==> src/rtl/mac_pkg.sv <==
// mac_pkg: shared widths and operand/accumulator types for the MAC processing element and the systolic array top.
package mac_pkg;
    localparam int DEF_DATA_W = 8;
    localparam int DEF_ACC_W  = 16;
    typedef logic [DEF_DATA_W-1:0] operand_t;
    typedef logic [2*DEF_DATA_W-1:0] product_t;
    typedef logic [DEF_ACC_W-1:0] acc_t;
endpackage

==> src/rtl/mac_mult.sv <==
// mac_mult: unsigned DATA_W x DATA_W combinational multiplier, kept separate so it can map to a DSP slice.
module mac_mult
    import mac_pkg::*;
#(
    parameter int DATA_W = DEF_DATA_W
) (
    input  logic [DATA_W-1:0]   i_a,
    input  logic [DATA_W-1:0]   i_b,
    output logic [2*DATA_W-1:0] o_p
);
    always_comb o_p = (2*DATA_W)'(i_a) * (2*DATA_W)'(i_b);
endmodule

==> src/rtl/mac_pe.sv <==
// mac_pe: systolic-array processing element forwarding a/b east/south and accumulating a*b modulo 2^ACC_W.
module mac_pe
    import mac_pkg::*;
#(
    parameter int DATA_W = DEF_DATA_W,
    parameter int ACC_W  = DEF_ACC_W
) (
    input  logic              i_clk,
    input  logic              i_rst,
    input  logic [DATA_W-1:0] i_a,
    input  logic [DATA_W-1:0] i_b,
    output logic [DATA_W-1:0] o_x,
    output logic [DATA_W-1:0] o_y,
    output logic [ACC_W-1:0]  o_out
);
    logic [2*DATA_W-1:0] prod;
    logic [DATA_W-1:0]   x_q, y_q;
    logic [ACC_W-1:0]    acc_q, acc_d;
    mac_mult #(.DATA_W(DATA_W)) u_mult (
        .i_a(i_a),
        .i_b(i_b),
        .o_p(prod)
    );
    // Product is unsigned, so the cast zero-extends; the add wraps silently.
    always_comb acc_d = acc_q + ACC_W'(prod);
    always_ff @(posedge i_clk or posedge i_rst) begin
        if (i_rst) begin
            x_q   <= '0;
            y_q   <= '0;
            acc_q <= '0;
        end else begin
            x_q   <= i_a;
            y_q   <= i_b;
            acc_q <= acc_d;
        end
    end
    assign o_x   = x_q;
    assign o_y   = y_q;
    assign o_out = acc_q;
endmodule

==> config.mk <==
export PLATFORM = sky130hd
export DESIGN_NAME = mac_pe
export DESIGN_NICKNAME = d
export VERILOG_FILES = /design/src/rtl/mac_pkg.sv /design/src/rtl/mac_mult.sv /design/src/rtl/mac_pe.sv
export SDC_FILE = /design/constraint.sdc
export NUM_CORES = 1
export LEC_CHECK = 0
export ABC_AREA = 1
export CAP_MARGIN = 20
export CELL_PAD_IN_SITES_DETAIL_PLACEMENT = 0
export CELL_PAD_IN_SITES_GLOBAL_PLACEMENT = 1
export CORE_ASPECT_RATIO = 2
export CORE_UTILIZATION = 40
export DETAILED_ROUTE_END_ITERATION = 8
export GPL_TIMING_DRIVEN = 0
export PLACE_DENSITY = 0.83
export REMOVE_ABC_BUFFERS = 1
export SLEW_MARGIN = 10
export SYNTH_ARGS = -nofsm -noshare
export SYNTH_HDL_FRONTEND = slang
export SYNTH_SLANG_ARGS = --single-unit
==> constraint.sdc <==
create_clock -name i_clk -period 3.88 [get_ports i_clk]
set_clock_uncertainty 0.1 [all_clocks]
set_input_delay 1.164 -clock i_clk [delete_from_list [all_inputs] [get_ports i_clk]]
set_output_delay 1.164 -clock i_clk [all_outputs]
set_load 0.1 [all_outputs]
* Yosys cells after proc, flatten, opt, wreduce, memory -nomap -nowiden
Index checks and enable logic that the tools add are counted.
Word-level totals: output and inout port bits 32, input port bits 18, logic and storage cells 5, flip-flop bits (word level) 32
Operators by class: add/subtract/negate cells 1, $mul 1
Operators by type and width (number):
- $add 16x16->16 | 1
- $mul 8x8->16 | 1

* Depth between registers and ports, before layout
Gate-level depths: netlist of run 1.
depth in word-level cells 2, mapped depth 20

* By module
From an unflattened synthesis of run 1, not the netlist that was laid out.
Unflattened totals: cell total of the unflattened synthesis 587, area, all modules 4149.0 µm²
Modules (own cells, without submodules):
- mac_mult | instances 1, cells each 375, area an instance 2406.1 µm²
- mac_pe | instances 1, cells each 212, area an instance 1742.9 µm²

* Least setup slack after synthesis of run 1
OpenSTA, ideal clock, no wires.
path type in2reg, from input port i_a[2], to register acc_q[10], in the netlist o_out[10], library setup time 79 ps, stages on the path 16, arrival 4550 ps, path slack -849 ps, cell sequence clkbuf_1 > nand2_1 > fa_1 > fa_1 > inv_1 > fa_1 > inv_1 > fa_1 > inv_1 > ha_1 > nand2_1 > nand2_1 > nand2_1 > nand2_1 > a21oi_1 > xor2_1
On the way: cells in the longest elaborated chain, start to end 2
RTL lines:
- from (decl) | RTL line mac_pe.sv:10 | input logic [DATA_W-1:0] i_a,
- $mul 8x8->16 | RTL line mac_mult.sv:11 | always_comb o_p = (2*DATA_W)'(i_a) * (2*DATA_W)'(i_b);
- $add 16x16->16 | RTL line mac_pe.sv:25 | always_comb acc_d = acc_q + ACC_W'(prod);
- named net acc_d[10] | RTL line mac_pe.sv:18 | logic [ACC_W-1:0] acc_q, acc_d;
- to (signal assigned) | RTL line mac_pe.sv:30 | acc_q <= '0;
- to (signal assigned) | RTL line mac_pe.sv:34 | acc_q <= acc_d;
- to (decl) | RTL line mac_pe.sv:18
The timed path passes the listed nets, and every way through them passes these cells.

* Worst setup path after layout of run 1
from input port i_a[6], to register acc_q[13], in the netlist o_out[13]
Same word-level chain as after synthesis.

==> results.cfg, run 1 <==
[run]
maxCapViolCount = 0

[setup_path]
critPathKind = primary input to flip-flop
cp_max_fo = 5
worstPathRequired_ns = 3.95
endpoint_kind = flip-flop
arrival_ns = 4.36
cp-start-kind = primary input

[final_layout]
regArea_um2 = 801
fillCellCount = 703
synthToLayoutAreaGrowth_pct = 46.3
layout-drive-gt1-share_pct = 31.8
antenna_cells = 0
multi_input_area_um2 = 2680
fin_cells = 631
layout.nets = 633

[floorplan]
die_x_um = 69.4
core_um2 = 8710
rows = 48
die-area_um2 = 9490
initial_core_util_pct = 41.7
ioPinCount = 50
fp.dieH_um = 137

[sta]
hold_slack_ns = 0.499
maxSlewViolCount = 0
min_period_ns = 4.29
max_slew.worst_pin.slew_ns = 1.00
slew_headroom_pct = 33.1
finalCritPeriodShare_pct = 110
fmax_mhz = 233
setup_viol = 11
fin_setup_tns_ns = -3.23
fin_ws_ns = -0.407
grt_setup_unrepaired = true
finalHoldViolCount = 0

[grt]
grt_pass1_wl_um = 15700
grtUsageTotal_pct = 21.7
gr-max-usage-layer = met2
met2_usage_pct = 44.2
grt_max_degree = 33
use_met3_pct = 2.58
grt_antenna_before_repair = 0
use_met1_pct = 19.2
grt_pass1_vias = 3420
gr-total-overflow = 0

[run_status]
violations = negative setup slack
status = complete, but fails checks

[logic_synthesis]
synth_cell_type_count = 14
yosys_register_bits = 32
syn_inst = 467
synth.area.top_cells = fa_1 28%, dfrtp_1 22%, inv_1 17%
yosysSeqAreaShare_pct = 22.0
syn_area_per_cell_um2 = 7.78
yosysTopAreaCellShare_pct = 27.5
synth_area_um2 = 3630
yosys.area.top_type = fa_1
ys_warn_count = 0

[place]
port-buffer-count = 49
routabilityCongestion = 0.885
place_hpwl_um = 6660
dp.cells = 600

[clock_tree]
cts_tree = yes
path_clk_slew_ns = 0.06
cts_hold_buf = 0
clock-root-buffer = clkbuf_16
cts_buffer_depth = 2
clock-sinks = 32
cts_htree_levels = 2
cts_inserted_buffers = 5
clock_latency_ns = 0.28

[routing]
vias = 3030
postRouteAntennaNets = 0
drt_iter0_drc = 115
routed_wl_um = 9460
drt_pass1_iterations = 4
routedWlPerCell_um = 15.0
viasPerCell = 4.80
drc = 0

[worst_hold_path]
hold_path.class = flip-flop to flip-flop
## synthesized netlist by cell type
library cell and count:
a21oi_1 7, nand3_1 11, inv_1 167, clkbuf_1 16, ha_1 35, nor2_1 7
nand4_1 4, dfrtp_1 32, nand3_2 2, nand2_1 128, xor2_1 5, fa_1 50
inv_2 1, xnor2_1 2
## sequential cells by signal, indices dropped and copies added (netlist names)
register	count
o_out	16
o_x	8
o_y	8
## cell type report
| class | instances | area share (%) |
|---|---|---|
| repair buffers | 72 | 17.1 |
| flip-flops and latches | 32 | 15.1 |
| clock buffers | 5 | 2.35 |
| clock inverters | 3 | 0.800 |
| inverters | 168 | 12.0 |
| well taps | 100 | 2.35 |
| multi-input cells | 251 | 50.4 |
## final timing paths
path | start | to | slack, ns | cells after the start
worst max register to register | o_out[6]$_DFF_PP0_ | o_out[13]$_DFF_PP0_ | 0.13 | 14
min in group asynchronous | i_rst | o_out[14]$_DFF_PP0_ | 1.23 | 2
max in group asynchronous | i_rst | o_out[3]$_DFF_PP0_ | 1.96 | 2
worst min-delay path | o_out[0]$_DFF_PP0_ | o_out[0]$_DFF_PP0_ | 0.50 | 1
worst max-delay path | i_a[6] | o_out[13]$_DFF_PP0_ | -0.41 | 15
worst min register to register | o_out[0]$_DFF_PP0_ | o_out[0]$_DFF_PP0_ | 0.50 | 1
## layer usage
| layer | share of wire (%) | wire length [um] |
|---|---|---|
| met2 | 61 | 5760 |
| met3 | 3.0 | 284 |
| met5 | 0 | 0 |
| met1 | 31 | 2910 |
| met4 | 5.3 | 500 |
## cell usage in the layout (no fill, tap or decap)
master and instances:
bufbuf_16 2, nand3_4 4, clkinvlp_4 1, nand2_1 77, ha_4 13, buf_16 2
nand2_4 17, xnor2_2 1, buf_6 3, clkdlybuf4s50_1 33, nor2_4 5, nand2_2 34
nor2_1 1, nand4_1 4, inv_1 140, buf_8 1, inv_4 2, fa_1 44
ha_1 22, clkbuf_16 5, bufinv_16 1, nand3_1 1, xor2_1 5, buf_12 14
fa_2 6, clkinv_2 1, xnor2_1 1, dfrtp_1 32, a21oi_1 2, nor2_2 1
nand3_2 8, inv_2 26, buf_4 17, a21oi_2 5
## kinds of logic (layout without fill, tap and decap cells)
kind of cell	after synthesis	after routing	synth area share, %
AO/OA/AOI/OAI	7	7	0.964
XOR/XNOR	7	7	1.69
adder cells (fa/ha/maj)	85	85	39.6
buffers and inverters	184	248	19.0
flip-flops	32	32	22.0
AND/OR/NAND/NOR	152	152	16.7
## stage by stage
step                area, um^2  worst slack, ns  utilization, %
global route              5320           -0.514            61.0
global placement          4190            -1.66            48.1
detailed placement        4190            -1.68            48.1
CTS                       5160           -0.388            59.2
floorplan                 3570           -0.584               -
finish                    5320           -0.407            61.0
## worst max-delay path, cell delays in order
cell and delay [ns]:
buf_12 0.10, nand2_4 0.05, fa_1 0.52, inv_1 0.06, fa_1 0.49, inv_1 0.05, fa_1 0.49, fa_1 0.55
inv_2 0.05, ha_4 0.32, nand2_1 0.06, nor2_1 0.11, nand3_2 0.12, nand4_1 0.15, nand2_2 0.07
## timing repair
action,4_1_cts,5_1_grt
setup buffers,13,6
gates cloned,4,0
pin swaps,76,31
endpoints found under the setup margin,13,12
gates resized for setup,267,28
Power of run 1 is left out: the tool's default activity adds up to more than one toggle a clock period on the data nets, which glitch-free logic cannot reach.
==> run 2, diff against run 1 <==
- CORE_ASPECT_RATIO: 2 -> 0.9
- CTS_CLUSTER_SIZE: default -> 24
==> results.cfg, run 2 (synthesis results as in run 1) <==
[run_status]
status = complete, but fails checks
violations = negative setup slack

[setup_path]
worstPathRequired_ns = 3.95
cp_max_fo = 9
endpoint_kind = flip-flop
rr_startpoint = o_out[7]$_DFF_PP0_
rr_worst_depth = 16
cp-start-kind = primary input
crit_end = o_out[14]$_DFF_PP0_
reg2reg_slack_ns = 0.17
arrival_ns = 4.34
critPathKind = primary input to flip-flop
crit_start = i_b[0]
r2r_end = o_out[14]$_DFF_PP0_

[worst_hold_path]
hold_path.class = flip-flop to flip-flop

[clock_tree]
cts_tree = yes
clock_latency_ns = 0.29
cts_buffer_depth = 2
clock-root-buffer = clkbuf_8
clock-sinks = 32
cts_inserted_buffers = 5
path_clk_slew_ns = 0.07
cts_htree_levels = 2

[routing]
postRouteAntennaNets = 0
drt_iter0_drc = 77
drt_pass1_iterations = 4
vias = 2825
routedWlPerCell_um = 12.3
viasPerCell = 4.37
drc = 0
routed_wl_um = 7950

[final_layout]
largest_reg_flops = 16
final_area_um2 = 5100
antenna_cells = 0
final_cell_mix = 144 x inv_1, 87 x nand2_1, 45 x fa_1
synthToLayoutAreaGrowth_pct = 40.4
layout_commonest_cell = inv_1
layout.nets = 629
layout-drive-gt1-share_pct = 26.6
fillCellCount = 749

[grt]
grt_max_degree = 33
grt_pass1_wl_um = 14300
gr-total-overflow = 0
grt_antenna_before_repair = 0
grt_pass1_vias = 3020
grtUsageTotal_pct = 19.5

[sta]
fmax_mhz = 234
maxSlewViolCount = 0
slew_headroom_pct = 34.4
fin_ws_ns = -0.386
finalHoldViolCount = 0
min_period_ns = 4.27
grt_setup_unrepaired = true
finalCritPeriodShare_pct = 110
max_slew.worst_pin.slew_ns = 0.980
setup_viol = 10

[place]
port-buffer-count = 49
routabilityCongestion = 0.826
place_hpwl_um = 6080
dpl_cell_area_um2 = 4210

[run]
maxCapViolCount = 0

[floorplan]
die-area_um2 = 9470
initial_core_util_pct = 41.8
ioPinCount = 50
die_x_um = 102
core_um2 = 8690
fp.dieH_um = 92.4
rows = 32
-- run 2: final cells by class --
cell class / count / area [um^2] / share of cell area (%)
Multi-Input combinational cell: 251 / 2580 / 50.5
Timing Repair Buffer: 68 / 845 / 16.6
Sequential cell: 32 / 801 / 15.7
Inverter: 168 / 638 / 12.5
Tap cell: 119 / 149 / 2.92
Clock buffer: 8 / 90.1 / 1.77
-- run 2: layer usage --
metal  vias to the layer above  wire, um  GRT usage [%]
met5                         -         0              0
met4                         0       102           5.48
met3                         8       275           2.42
met2                        48      4130           32.8
li1                       1410         -              -
met1                      1359      3440           26.2
-- run 2: repair_timing --
item                                    in CTS  in global routing
resized for setup                          221                 47
hold buffers                                 0                  0
setup buffers                                8                  8
pin swaps                                   49                 37
cloned                                       1                  2
endpoints found under the setup margin      13                 12
-- run 2: worst min-delay path by stage --
stage	from	to	slack, ns	depth (start not counted)
2_1_floorplan	o_out[0]$_DFF_PP0_	o_out[0]$_DFF_PP0_	1.09	1
3_3_place_gp	o_out[0]$_DFF_PP0_	o_out[0]$_DFF_PP0_	0.40	1
3_5_place_dp	o_out[0]$_DFF_PP0_	o_out[0]$_DFF_PP0_	0.40	1
4_1_cts	o_out[0]$_DFF_PP0_	o_out[0]$_DFF_PP0_	0.42	1
5_1_grt	o_out[0]$_DFF_PP0_	o_out[0]$_DFF_PP0_	0.45	1
6_report	o_out[0]$_DFF_PP0_	o_out[0]$_DFF_PP0_	0.42	1
-- run 2: critical path: stages --
cell and delay [ns]:
buf_12 0.10, nand2_4 0.05, fa_1 0.50, inv_1 0.05, fa_1 0.46, fa_1 0.56
inv_2 0.04, fa_1 0.53, inv_2 0.06, ha_4 0.31, nand2_2 0.08, nand2_4 0.09
nand2_2 0.06, nand2_2 0.08, nand2_2 0.06, nand4_1 0.07, nand2_1 0.06
-- run 2: per-stage QoR --
stage | utilization (%) | hold WS, ns | instances | setup TNS, ns | setup WS [ns]
floorplan | - | 1.09 | 451 | -4.92 | -0.584
global placement | 48.5 | 0.395 | 619 | -16.76 | -1.57
detailed placement | 48.5 | 0.401 | 619 | -17.03 | -1.61
CTS | 55.7 | 0.417 | 636 | -2.73 | -0.349
global route | 58.7 | 0.451 | 646 | -4.20 | -0.514
finish | 58.7 | 0.417 | 646 | -3.07 | -0.386
Power of run 2 is left out for the same reason.
==> run 3, diff against run 2 <==
- clock period: 3.88 -> 4.4 ns (I/O delays scaled with it)
==> results.cfg, run 3 (synthesis results as in run 1) <==
[run_status]
status = complete, but fails checks
violations = negative setup slack

[grt]
grt_pass1_vias = 2926
grt_max_degree = 33
grt_pass1_wl_um = 13800
grtUsageTotal_pct = 18.9
grt_antenna_before_repair = 0
gr-total-overflow = 0

[sta]
grt_setup_unrepaired = true
finalHoldViolCount = 0
finalCritPeriodShare_pct = 101
fin_ws_ns = -0.0291
fin_setup_tns_ns = -0.0477
maxSlewViolCount = 0
setup_viol = 3
max_slew.worst_pin.slew_ns = 0.970
slew_headroom_pct = 35.1
min_period_ns = 4.43
fmax_mhz = 226

[place]
port-buffer-count = 49
routabilityCongestion = 0.826
place_hpwl_um = 6080
pre_cts_slack_ns = -1.25

[clock_tree]
cts_htree_levels = 2
cts_inserted_buffers = 5
cts_buffer_depth = 2
clock_latency_ns = 0.28
clock-root-buffer = clkbuf_8
clock-sinks = 32
cts_tree = yes
path_clk_slew_ns = 0.07

[floorplan]
fp.dieH_um = 92.4
rows = 32
initial_core_util_pct = 41.8
core_um2 = 8690
die_x_um = 102
ioPinCount = 50
die-area_um2 = 9470

[final_layout]
layout.nets = 618
layout_commonest_cell = inv_1
final_cell_mix = 146 x inv_1, 94 x nand2_1, 43 x fa_1
largest_reg_flops = 16
layout-drive-gt1-share_pct = 23.1
antenna_cells = 0
synthToLayoutAreaGrowth_pct = 34.3

[routing]
vias = 2747
routed_wl_um = 7650
viasPerCell = 4.33
drt_pass1_iterations = 4
routedWlPerCell_um = 12.0
postRouteAntennaNets = 0
drc = 0
drt_iter0_drc = 83

[setup_path]
cp-start-kind = primary input
rr_startpoint = o_out[7]$_DFF_PP0_
endpoint_kind = flip-flop
cp_max_fo = 8
reg2reg_slack_ns = 0.71
worstPathRequired_ns = 4.47
arrival_ns = 4.50
critPathKind = primary input to flip-flop
rr_worst_depth = 16
r2r_end = o_out[14]$_DFF_PP0_

[worst_hold_path]
whs_path_depth = 1
min_from = o_out[0]$_DFF_PP0_
hold_path.class = flip-flop to flip-flop
min_to = o_out[0]$_DFF_PP0_

[run]
maxCapViolCount = 0
-- run 3: layout make-up --
type                       instances  area, um^2
timing repair buffer              57         694
sequential                        32         801
fill                             783        3810
multi-input combinational        251        2510
inverter                         168         638
clock buffer                       8        90.1
tap                              119         149
-- run 3: what timing repair did --
action / in CTS / in global routing
resized for setup: 178 / 64
pin swaps: 35 / 34
hold buffers: 0 / 0
setup buffers: 3 / 3
setup endpoints to repair: 12 / 9
cloned: 0 / 2
-- run 3: worst max-delay path by stage --
stage               slack [ns]             endpoint  startpoint
global route             -0.17  o_out[15]$_DFF_PP0_      i_a[5]
CTS                     0.0002  o_out[15]$_DFF_PP0_      i_b[7]
global placement         -1.21  o_out[10]$_DFF_PP0_      i_a[2]
finish                   -0.03  o_out[12]$_DFF_PP0_      i_b[7]
floorplan                -0.22  o_out[10]$_DFF_PP0_      i_a[2]
detailed placement       -1.25  o_out[15]$_DFF_PP0_      i_b[2]
-- run 3: stage by stage --
| stage | area (um^2) | instances | hold WS (ns) | util, % |
|---|---|---|---|---|
| after global placement | 4210 | 619 | 0.395 | 48.5 |
| final | 4880 | 635 | 0.409 | 56.2 |
| after CTS | 4610 | 630 | 0.417 | 53.1 |
| after floorplan | 3570 | 451 | 1.09 | - |
| after detailed placement | 4210 | 619 | 0.401 | 48.5 |
| after global routing | 4880 | 635 | 0.445 | 56.2 |
-- run 3: worst max-delay path, cell delays in order --
cell,delay (ns)
buf_12,0.12
nand2_4,0.06
inv_2,0.03
fa_1,0.54
inv_2,0.04
fa_1,0.55
fa_2,0.46
fa_1,0.53
inv_2,0.05
ha_4,0.27
nand2_4,0.10
inv_1,0.06
a21oi_2,0.15
nand3_1,0.09
nand2_1,0.06
nand2_1,0.06
-- run 3: layer usage --
| layer | track usage [%] | wire length, um | up-vias |
|---|---|---|---|
| met3 | 2.94 | 303 | 8 |
| met5 | 0 | 0 | - |
| met4 | 5.36 | 123 | 0 |
| met1 | 25.0 | 3360 | 1311 |
| met2 | 31.7 | 3860 | 44 |
| li1 | - | - | 1384 |
Power of run 3 is left out for the same reason.
